--- src/rtl/mem_bus_arbiter_pkg.sv ---
// ---------------------------------------------------------------------------
// mem_arb_pkg : shared types and constants for the memory bus arbiter
// Rev 1.0
// ---------------------------------------------------------------------------
`default_nettype none

package mem_arb_pkg;

  typedef enum logic [0:0] {
    ARB_IDLE = 1'b0,
    ARB_BUSY = 1'b1
  } arb_state_e;

  localparam int GNT_M0 = 0;
  localparam int GNT_M1 = 1;

  localparam logic [31:0] TIMEOUT_RDATA = 32'hDEAD_BEEF;

endpackage

`default_nettype wire

--- src/rtl/mem_bus_arbiter_if.sv ---
// ---------------------------------------------------------------------------
// mem_bus_if : native valid/ready memory bus (picorv32 style)
// Rev 1.0
// ---------------------------------------------------------------------------
`default_nettype none

interface mem_bus_if #(
  parameter int ADDR_W = 32,
  parameter int DATA_W = 32
);

  logic                  valid;
  logic                  instr;
  logic [ADDR_W-1:0]     addr;
  logic [DATA_W-1:0]     wdata;
  logic [DATA_W/8-1:0]   wstrb;
  logic                  ready;
  logic [DATA_W-1:0]     rdata;

  modport master (
    output valid, instr, addr, wdata, wstrb,
    input  ready, rdata
  );

  modport slave (
    input  valid, instr, addr, wdata, wstrb,
    output ready, rdata
  );

endinterface

`default_nettype wire

--- src/rtl/mem_bus_arbiter_rr_pick2.sv ---
// ---------------------------------------------------------------------------
// rr_pick2 : combinational 2-way round-robin selector, one-hot pick
// Rev 1.0
// ---------------------------------------------------------------------------
`default_nettype none

module rr_pick2
  import mem_arb_pkg::*;
(
  input  logic [1:0] req_i,
  input  logic       last_i,
  output logic [1:0] pick_o
);

  // On a tie the master that was not served last wins.
  always_comb begin
    pick_o = 2'b00;
    if (req_i[GNT_M0] && (!req_i[GNT_M1] || last_i)) begin
      pick_o[GNT_M0] = 1'b1;
    end else if (req_i[GNT_M1]) begin
      pick_o[GNT_M1] = 1'b1;
    end
  end

endmodule

`default_nettype wire

--- src/rtl/mem_bus_arbiter.sv ---
// ---------------------------------------------------------------------------
// mem_bus_arbiter : two-master round-robin arbiter onto one memory slave;
// optional slave watchdog enabled by MEM_ARB_TIMEOUT_EN.   Rev 1.0
// ---------------------------------------------------------------------------
`default_nettype none

module mem_bus_arbiter
  import mem_arb_pkg::*;
#(
  parameter int ADDR_W  = 32,
  parameter int DATA_W  = 32,
  parameter int TIMEOUT = 255
) (
  input  logic        clk,
  input  logic        reset,
  mem_bus_if.slave    m0,
  mem_bus_if.slave    m1,
  mem_bus_if.master   s,
  output logic [1:0]  grant,
  output logic        err
);

  arb_state_e state_q;
  logic [1:0] grant_q;
  logic       last_q;

  logic [1:0] req;
  logic [1:0] pick;
  logic       busy;
  logic       sel_m1;
  logic       gnt_valid;
  logic       done;
  logic       tmo;

  assign req    = {m1.valid, m0.valid};
  assign busy   = (state_q == ARB_BUSY);
  assign sel_m1 = grant_q[GNT_M1];

  rr_pick2 u_pick (
    .req_i  (req),
    .last_i (last_q),
    .pick_o (pick)
  );

  assign gnt_valid = sel_m1 ? m1.valid : m0.valid;

`ifdef MEM_ARB_TIMEOUT_EN
  localparam int CNT_W = $clog2(TIMEOUT + 1);
  logic [CNT_W-1:0] cnt_q;
  assign tmo = busy && (cnt_q == CNT_W'(TIMEOUT));
`else
  assign tmo = 1'b0;
`endif

  // Slave side: only the granted master is visible, and only while BUSY.
  assign s.valid = busy && gnt_valid && !tmo;
  assign s.instr = busy ? (sel_m1 ? m1.instr : m0.instr) : 1'b0;
  assign s.addr  = busy ? (sel_m1 ? m1.addr  : m0.addr)  : '0;
  assign s.wdata = busy ? (sel_m1 ? m1.wdata : m0.wdata) : '0;
  assign s.wstrb = busy ? (sel_m1 ? m1.wstrb : m0.wstrb) : '0;

  assign done = s.valid && s.ready;

  assign m0.ready = (done || tmo) && !sel_m1;
  assign m1.ready = (done || tmo) &&  sel_m1;
  assign m0.rdata = tmo ? DATA_W'(TIMEOUT_RDATA) : s.rdata;
  assign m1.rdata = tmo ? DATA_W'(TIMEOUT_RDATA) : s.rdata;

  assign grant = grant_q;
  assign err   = tmo;

  always_ff @(posedge clk) begin
    if (reset) begin
      state_q <= ARB_IDLE;
      grant_q <= 2'b00;
      last_q  <= 1'b1;
`ifdef MEM_ARB_TIMEOUT_EN
      cnt_q   <= '0;
`endif
    end else begin
      case (state_q)
        ARB_IDLE: begin
          if (|pick) begin
            grant_q <= pick;
            state_q <= ARB_BUSY;
`ifdef MEM_ARB_TIMEOUT_EN
            cnt_q   <= '0;
`endif
          end
        end
        ARB_BUSY: begin
          if (done || tmo) begin
            state_q <= ARB_IDLE;
            grant_q <= 2'b00;
            last_q  <= sel_m1;
          end else if (!gnt_valid) begin
            // Aborted request: release the bus without touching fairness.
            state_q <= ARB_IDLE;
            grant_q <= 2'b00;
          end else begin
`ifdef MEM_ARB_TIMEOUT_EN
            cnt_q <= cnt_q + CNT_W'(1);
`endif
          end
        end
        default: begin
          state_q <= ARB_IDLE;
          grant_q <= 2'b00;
        end
      endcase
    end
  end

endmodule

`default_nettype wire

--- src/flat_wrapper.sv ---
// flat-port wrapper written by rule: the top's interface ports become plain ports
module mem_bus_arbiter_flat import mem_arb_pkg::*;
#(
  parameter int ADDR_W  = 32,
  parameter int DATA_W  = 32,
  parameter int TIMEOUT = 255
)
  (clk, reset, grant, err, m0_valid, m0_instr, m0_addr, m0_wdata, m0_wstrb, m0_ready, m0_rdata, m1_valid, m1_instr, m1_addr, m1_wdata, m1_wstrb, m1_ready, m1_rdata, s_valid, s_instr, s_addr, s_wdata, s_wstrb, s_ready, s_rdata);
  mem_bus_if #(.ADDR_W(ADDR_W), .DATA_W(DATA_W)) m0_i ();
  mem_bus_if #(.ADDR_W(ADDR_W), .DATA_W(DATA_W)) m1_i ();
  mem_bus_if #(.ADDR_W(ADDR_W), .DATA_W(DATA_W)) s_i ();
  input  logic clk;
  input  logic reset;
  output logic [1:0] grant;
  output logic err;
  input wire logic [$bits(m0_i.valid)-1:0] m0_valid;
  input wire logic [$bits(m0_i.instr)-1:0] m0_instr;
  input wire logic [$bits(m0_i.addr)-1:0] m0_addr;
  input wire logic [$bits(m0_i.wdata)-1:0] m0_wdata;
  input wire logic [$bits(m0_i.wstrb)-1:0] m0_wstrb;
  output wire logic [$bits(m0_i.ready)-1:0] m0_ready;
  output wire logic [$bits(m0_i.rdata)-1:0] m0_rdata;
  input wire logic [$bits(m1_i.valid)-1:0] m1_valid;
  input wire logic [$bits(m1_i.instr)-1:0] m1_instr;
  input wire logic [$bits(m1_i.addr)-1:0] m1_addr;
  input wire logic [$bits(m1_i.wdata)-1:0] m1_wdata;
  input wire logic [$bits(m1_i.wstrb)-1:0] m1_wstrb;
  output wire logic [$bits(m1_i.ready)-1:0] m1_ready;
  output wire logic [$bits(m1_i.rdata)-1:0] m1_rdata;
  output wire logic [$bits(s_i.valid)-1:0] s_valid;
  output wire logic [$bits(s_i.instr)-1:0] s_instr;
  output wire logic [$bits(s_i.addr)-1:0] s_addr;
  output wire logic [$bits(s_i.wdata)-1:0] s_wdata;
  output wire logic [$bits(s_i.wstrb)-1:0] s_wstrb;
  input wire logic [$bits(s_i.ready)-1:0] s_ready;
  input wire logic [$bits(s_i.rdata)-1:0] s_rdata;
  assign m0_i.valid = m0_valid;
  assign m0_i.instr = m0_instr;
  assign m0_i.addr = m0_addr;
  assign m0_i.wdata = m0_wdata;
  assign m0_i.wstrb = m0_wstrb;
  assign m0_ready = m0_i.ready;
  assign m0_rdata = m0_i.rdata;
  assign m1_i.valid = m1_valid;
  assign m1_i.instr = m1_instr;
  assign m1_i.addr = m1_addr;
  assign m1_i.wdata = m1_wdata;
  assign m1_i.wstrb = m1_wstrb;
  assign m1_ready = m1_i.ready;
  assign m1_rdata = m1_i.rdata;
  assign s_valid = s_i.valid;
  assign s_instr = s_i.instr;
  assign s_addr = s_i.addr;
  assign s_wdata = s_i.wdata;
  assign s_wstrb = s_i.wstrb;
  assign s_i.ready = s_ready;
  assign s_i.rdata = s_rdata;
  mem_bus_arbiter #(.ADDR_W(ADDR_W), .DATA_W(DATA_W), .TIMEOUT(TIMEOUT)) u_core (.clk(clk), .reset(reset), .m0(m0_i), .m1(m1_i), .s(s_i), .grant(grant), .err(err));
endmodule
--- config.mk ---
export PLATFORM = sky130hd
export DESIGN_NAME = mem_bus_arbiter_flat
export DESIGN_NICKNAME = d
export VERILOG_FILES = /design/src/rtl/mem_bus_arbiter_pkg.sv /design/src/rtl/mem_bus_arbiter_if.sv /design/src/rtl/mem_bus_arbiter_rr_pick2.sv /design/src/rtl/mem_bus_arbiter.sv /design/src/flat_wrapper.sv
export SDC_FILE = /design/constraint.sdc
export NUM_CORES = 1
export LEC_CHECK = 0
export CORE_AREA = 2 2 122 124
export DETAILED_ROUTE_END_ITERATION = 8
export DIE_AREA = 0 0 124 126
export HOLD_SLACK_MARGIN = 0.02
export SLEW_MARGIN = 20
export SYNTH_ARGS = -nofsm -noshare
export SYNTH_HDL_FRONTEND = slang
export SYNTH_SLANG_ARGS = --single-unit
--- constraint.sdc ---
create_clock -name clk -period 1.2 [get_ports clk]
set_clock_uncertainty 0.1 [all_clocks]
set_input_delay 0.12 -clock clk [delete_from_list [all_inputs] [get_ports clk]]
set_output_delay 0.12 -clock clk [all_outputs]
set_load 0.02 [all_outputs]
==> qor.txt, run 1 <==
Vias: 2232
#FFs+latches synth: 4
Startpoint Class: flop
Crit. Startpoint: u_core.grant[1]$_SDFFE_PP0P_
hold endpoint: m0_rdata[7]
Worst R2R Start: u_core.grant[1]$_SDFFE_PP0P_
yosys warns: 0
Final Hold Vio Count: 0
DRC violations left: 0
Post-Layout Cell Count: 602
Final period util: 1.33
chip height: 126 um
commonest cells in the synthesized netlist: 72 x nor2_1, 69 x mux2i_1, 67 x buf_4
failing checks: setup timing
largest net degree at the start of global routing: 36
H-tree Lvls: 1
Critical Path Sink Type: output port
DRT Pass-1 Iters: 4
Final min period: 1.60 ns
Most used DFF post-synth: dfxtp_1
worst hold-check path type: in2out
Syn Area/Cell: 7.55 um^2
IO Port Bufs: 216
count leader, synth: nor2_1
Mapped Cells: 245
Critical Path Fanout Max: 6
kind of critical path: reg2out
Worst R2R Setup Slack: -0.30 ns
final WL: 7.77 mm
register area share after synthesis: 0.0433
outcome: finished with violations
Worst-Skew Late Latency: 0.23 ns
Placed Cells: 577
CORE AREA: 14300 um^2
fmax: 626 MHz
Yosys top cell area share: 0.373
fraction of layout cells with a size suffix above 1: 0.383
critical path arrival: 1.38 ns
DIE AREA: 15600 um^2
fill count: 1561
CTS tree: built
DR iter-0 viols: 52
initial antenna violation count: 0
dpl cell area: 3780 um^2
Initial Utilization: 0.129
RSZ-0062 raised after global routing: true
Hold Crit Depth: 0
final setup vio count: 76
total CTS buffers: 3
R2R depth: 6
reg2reg end: u_core.last_q$_SDFFE_PP1P_
Hold Crit Start: s_rdata[7]
hold_buf cts: 0
count of flip-flops with a built-in enable after synthesis: 0
IO Pins: 314
hpwl dp: 5.86 mm
global-route wire length before repair: 10.6 mm
cell area after synthesis: 1850 um^2
fin util: 0.288
Worst Setup Slack, final: -0.398 ns
Yosys top cell by area: mux2i_1
GRT overflow: 0
vias per cell: 3.71
Reg clk slew, reported paths: 0.03 ns
final antenna-violating net count: 0
# diodes: 0
CTS sink cnt: 4
Worst IR Drop VDD: 0.345 mV
worst-path cell chain: buf_12, mux2_4, and2_4, buf_6
design area: 4120 um^2
hold slack: 0.140 ns
gr usage total: 0.0856
largest cells by area after synthesis: mux2i_1 37%, buf_4 27%, nor2_1 15%, buf_12 7.6%, dfxtp_1 4.3%
Max stage delay on crit path: 0.41 ns
fraction of registers with async set/reset: 0
Mapped Nets: 420
Layout Nets: 594
PwrDens: 571 nW/um^2
number of global-route vias before repair: 2210
Site Rows: 44
GPL Wtd Cong: 0.723
CP max stage cell: dfxtp_4
overall power: 2.35 mW
MaxCap Viol Count: 0
Routed wire per std cell: 12.9 um
Die X: 124 um
Clock Path Buffers: 2
area growth from synthesis to layout: 123%
Pleak: 1.65 nW
synth unique cells: 21
Final Max Slew Viols: 0
root buf cell: clkbuf_16
WP data required: 0.98 ns
[cell families after synthesis]
logic type             synth area share
and+or+nand+nor                   0.177
AOI/OAI and AO/OA                0.0277
buffers and inverters             0.369
DFF                              0.0433
muxes                             0.382
other                           0.00203
[timing repair]
item                                   CTS  global route
cloned                                   4             0
setup endpoints to repair               76            77
pin swaps                                3             9
resized for setup                      341            67
buffers inserted                        11            10
endpoints found under the hold margin    0             0
[power breakdown]
group	internal (mW)	switching [mW]	leakage (nW)	total (mW)
clock	0.440	0.108	0.0382	0.548
combinational	0.968	0.684	1.58	1.65
sequential	0.142	0.0111	0.0337	0.153
[cell type report]
type / instances / area [um^2] / area share
clock buffers: 4 / 78.8 / 0.0191
inverters: 1 / 3.75 / 0.000911
multi-input cells: 159 / 1300 / 0.316
flip-flops and latches: 4 / 83.8 / 0.0203
well taps: 184 / 230 / 0.0559
repair buffers: 250 / 2420 / 0.588
[per-stage QoR]
step	TNS [ns]	setup slack, ns
finish	-24.88	-0.398
global route	-28.95	-0.440
CTS	-25.34	-0.403
detailed placement	-39.75	-0.731
global placement	-37.89	-0.693
floorplan	-4.54	-0.129
[cells in the final DEF (no fill, tap or decap), drive strengths merged, types with 3 or more instances in the layout]
| cell | instances |
|---|---|
| dfxtp | 4 |
| buf | 105 |
| nor2 | 72 |
| mux2i | 69 |
| a21oi | 3 |
| clkdlybuf4s50 | 142 |
| clkbuf | 6 |
[per-layer routing]
layer  part of all wire  global-route usage
met5                  0                   0
met4              0.012              0.0198
met3               0.12              0.0299
met2               0.53               0.172
met1               0.33              0.0806
[critical path, delay by kind of cell (launching register included)]
| kind | cells | cell delay [ns] |
|---|---|---|
| AND/OR/NAND/NOR | 1 | 0.14 |
| multiplexers | 1 | 0.32 |
| buffers and inverters | 2 | 0.27 |
| flip-flops | 1 | 0.41 |
[how the worst max path moves through the flow]
stage	to	slack [ns]	depth (start not counted)
2_1_floorplan	s_addr[20]	-0.13	5
3_3_place_gp	m0_ready	-0.69	5
6_report	s_valid	-0.40	4
4_1_cts	s_wdata[4]	-0.40	4
3_5_place_dp	m0_ready	-0.73	5
5_1_grt	s_wdata[2]	-0.44	5
[sequential cells by signal, summed over array words and instances, names as in the netlist]
register       count
u_core.busy        1
u_core.last_q      1
u_core.grant       2
(Power assumes the default switching activity.)
==> inputs of run 2 (changes only) <==
TNS_END_PERCENT = 1   (was unset)
==> run 2 against run 1 <==
  * The run still ends with setup timing left
  * Worst setup slack lost 0.0029 ns
  * Clock power is essentially flat
  * First-iteration DRC count grew 5.8%
  * Sequential cell count is the same
  * Critical path depth grew 1
  * Clock-buffer cell count is the same
  * Global-route usage grew 0.93 points
  * Cell count shrank 1.8%
  * Design area shrank 8.7%
  * Routed wire length grew 4.1%
  * Register-to-register slack gained 0.20 ns
  * Largest power group unchanged
==> qor.txt, run 2 (synthesized netlist as in run 1, its figures left out) <==
Final Max Slew Viols: 0
RSZ-0062 raised after global routing: true
CP max stage cell: dfxtp_4
commonest non-fill, non-tap cell in the layout: clkdlybuf4s50_1
area growth from synthesis to layout: 103%
gr usage total: 0.0949
CORE AREA: 14300 um^2
instance count on the critical path: 5
Clock Path Buffers: 2
Critical Path Sink Type: output port
WP data required: 0.98 ns
hold endpoint: m0_rdata[27]
Max stage delay on crit path: 0.41 ns
commonest non-fill, non-tap cells in the layout: 141 x clkdlybuf4s50_1, 70 x nor2_1, 64 x mux2i_1
fraction of layout cells with a size suffix above 1: 0.275
Layout Nets: 583
Site Rows: 44
register area: 83.8 um^2
Startpoint Class: flop
Final min period: 1.60 ns
hpwl dp: 6.07 mm
DIE AREA: 15600 um^2
design area: 3760 um^2
Reg clk slew, reported paths: 0.03 ns
IO Port Bufs: 216
Initial Utilization: 0.129
total CTS buffers: 3
Worst R2R Setup Slack: -0.10 ns
root buf cell: clkbuf_16
kind of critical path: reg2out
Worst Setup Slack, final: -0.401 ns
area of the multi-input gates: 1140 um^2
met3 Track Usage GR: 0.0236
Worst IR Drop VDD: 0.354 mV
largest delay contributor family on the critical path: buffers and inverters
global-route wire length before repair: 11.2 mm
initial antenna violation count: 0
Routed wire per std cell: 13.7 um
worst-path cell chain: buf_12, buf_16, mux2i_2, nor2_1, buf_2
Vias: 2197
DRC violations left: 0
DRT Pass-1 Iters: 4
failing checks: setup timing
chip height: 126 um
Die X: 124 um
reg2reg end: u_core.last_q$_SDFFE_PP1P_
critical path arrival: 1.38 ns
GPL Wtd Cong: 0.691
outcome: finished with violations
final WL: 8.09 mm
Hold Crit Start: s_rdata[27]
met1 usage: 0.0927
max reg flops: 2
DR iter-0 viols: 55
Critical Path Fanout Max: 8
overall power: 2.18 mW
fill count: 1584
PwrDens: 579 nW/um^2
Pleak: 1.57 nW
worst hold-check path type: in2out
grt met2 use: 0.180
# diodes: 0
Hold Crit Depth: 0
Worst R2R Start: u_core.grant[1]$_SDFFE_PP0P_
CTS tree: built
vias per cell: 3.72
GRT overflow: 0
Post-Layout Cell Count: 591
Final Hold Vio Count: 0
MaxCap Viol Count: 0
IO Pins: 314
dpl cell area: 3730 um^2
Placed Cells: 578
fmax: 625 MHz
hold slack: 0.140 ns
Worst-Skew Late Latency: 0.23 ns
final setup vio count: 76
H-tree Lvls: 1
R2R depth: 4
final antenna-violating net count: 0
Worst Path Buf+Inv: 3
number of global-route vias before repair: 2113
CTS sink cnt: 4
Final period util: 1.33
Total Neg Setup Slack: -25.10 ns
GRT busiest layer: met2
largest net degree at the start of global routing: 37
==> run 2: how the worst max path moves through the flow <==
stage	slack, ns	startpoint	to
floorplan	-0.26	u_core.grant[1]$_SDFFE_PP0P_	s_addr[10]
global placement	-0.58	m1_valid	s_valid
detailed placement	-0.59	u_core.grant[1]$_SDFFE_PP0P_	s_wdata[18]
CTS	-0.50	u_core.grant[1]$_SDFFE_PP0P_	s_wdata[6]
global route	-0.47	u_core.grant[1]$_SDFFE_PP0P_	s_addr[29]
finish	-0.40	u_core.grant[1]$_SDFFE_PP0P_	s_addr[29]
==> run 2: layer usage <==
layer / routed length [um] / vias to the layer above
met1: 2650 / 959
met3: 980 / 36
met4: 314 / 0
met5: 0 / -
li1: - / 1069
met2: 4150 / 133
==> run 2: final cells by class <==
| type | instances | area share |
|---|---|---|
| inverter | 1 | 0.000998 |
| multi-input combinational | 159 | 0.304 |
| clock buffer | 4 | 0.0210 |
| tap | 184 | 0.0612 |
| timing repair buffer | 239 | 0.591 |
| sequential | 4 | 0.0223 |
==> run 2: repair_timing <==
item,CTS,global route
hold buffers,0,0
gates resized for setup,316,12
cloned,5,0
endpoints found under the setup margin,76,77
buffers inserted,5,1
pin swaps,1,0
==> run 2: where the power goes <==
part	internal (mW)	switching, mW	total, mW	leakage (nW)
Clock	0.440	0.106	0.546	0.0382
Sequential	0.142	0.0114	0.154	0.0337
Combinational	0.851	0.628	1.48	1.49
Total	1.43	0.745	2.18	1.57
==> run 2: per-stage QoR <==
step | setup WS, ns | util
floorplan | -0.261 | -
global placement | -0.579 | 0.261
detailed placement | -0.591 | 0.261
CTS | -0.499 | 0.263
global route | -0.473 | 0.263
finish | -0.401 | 0.263
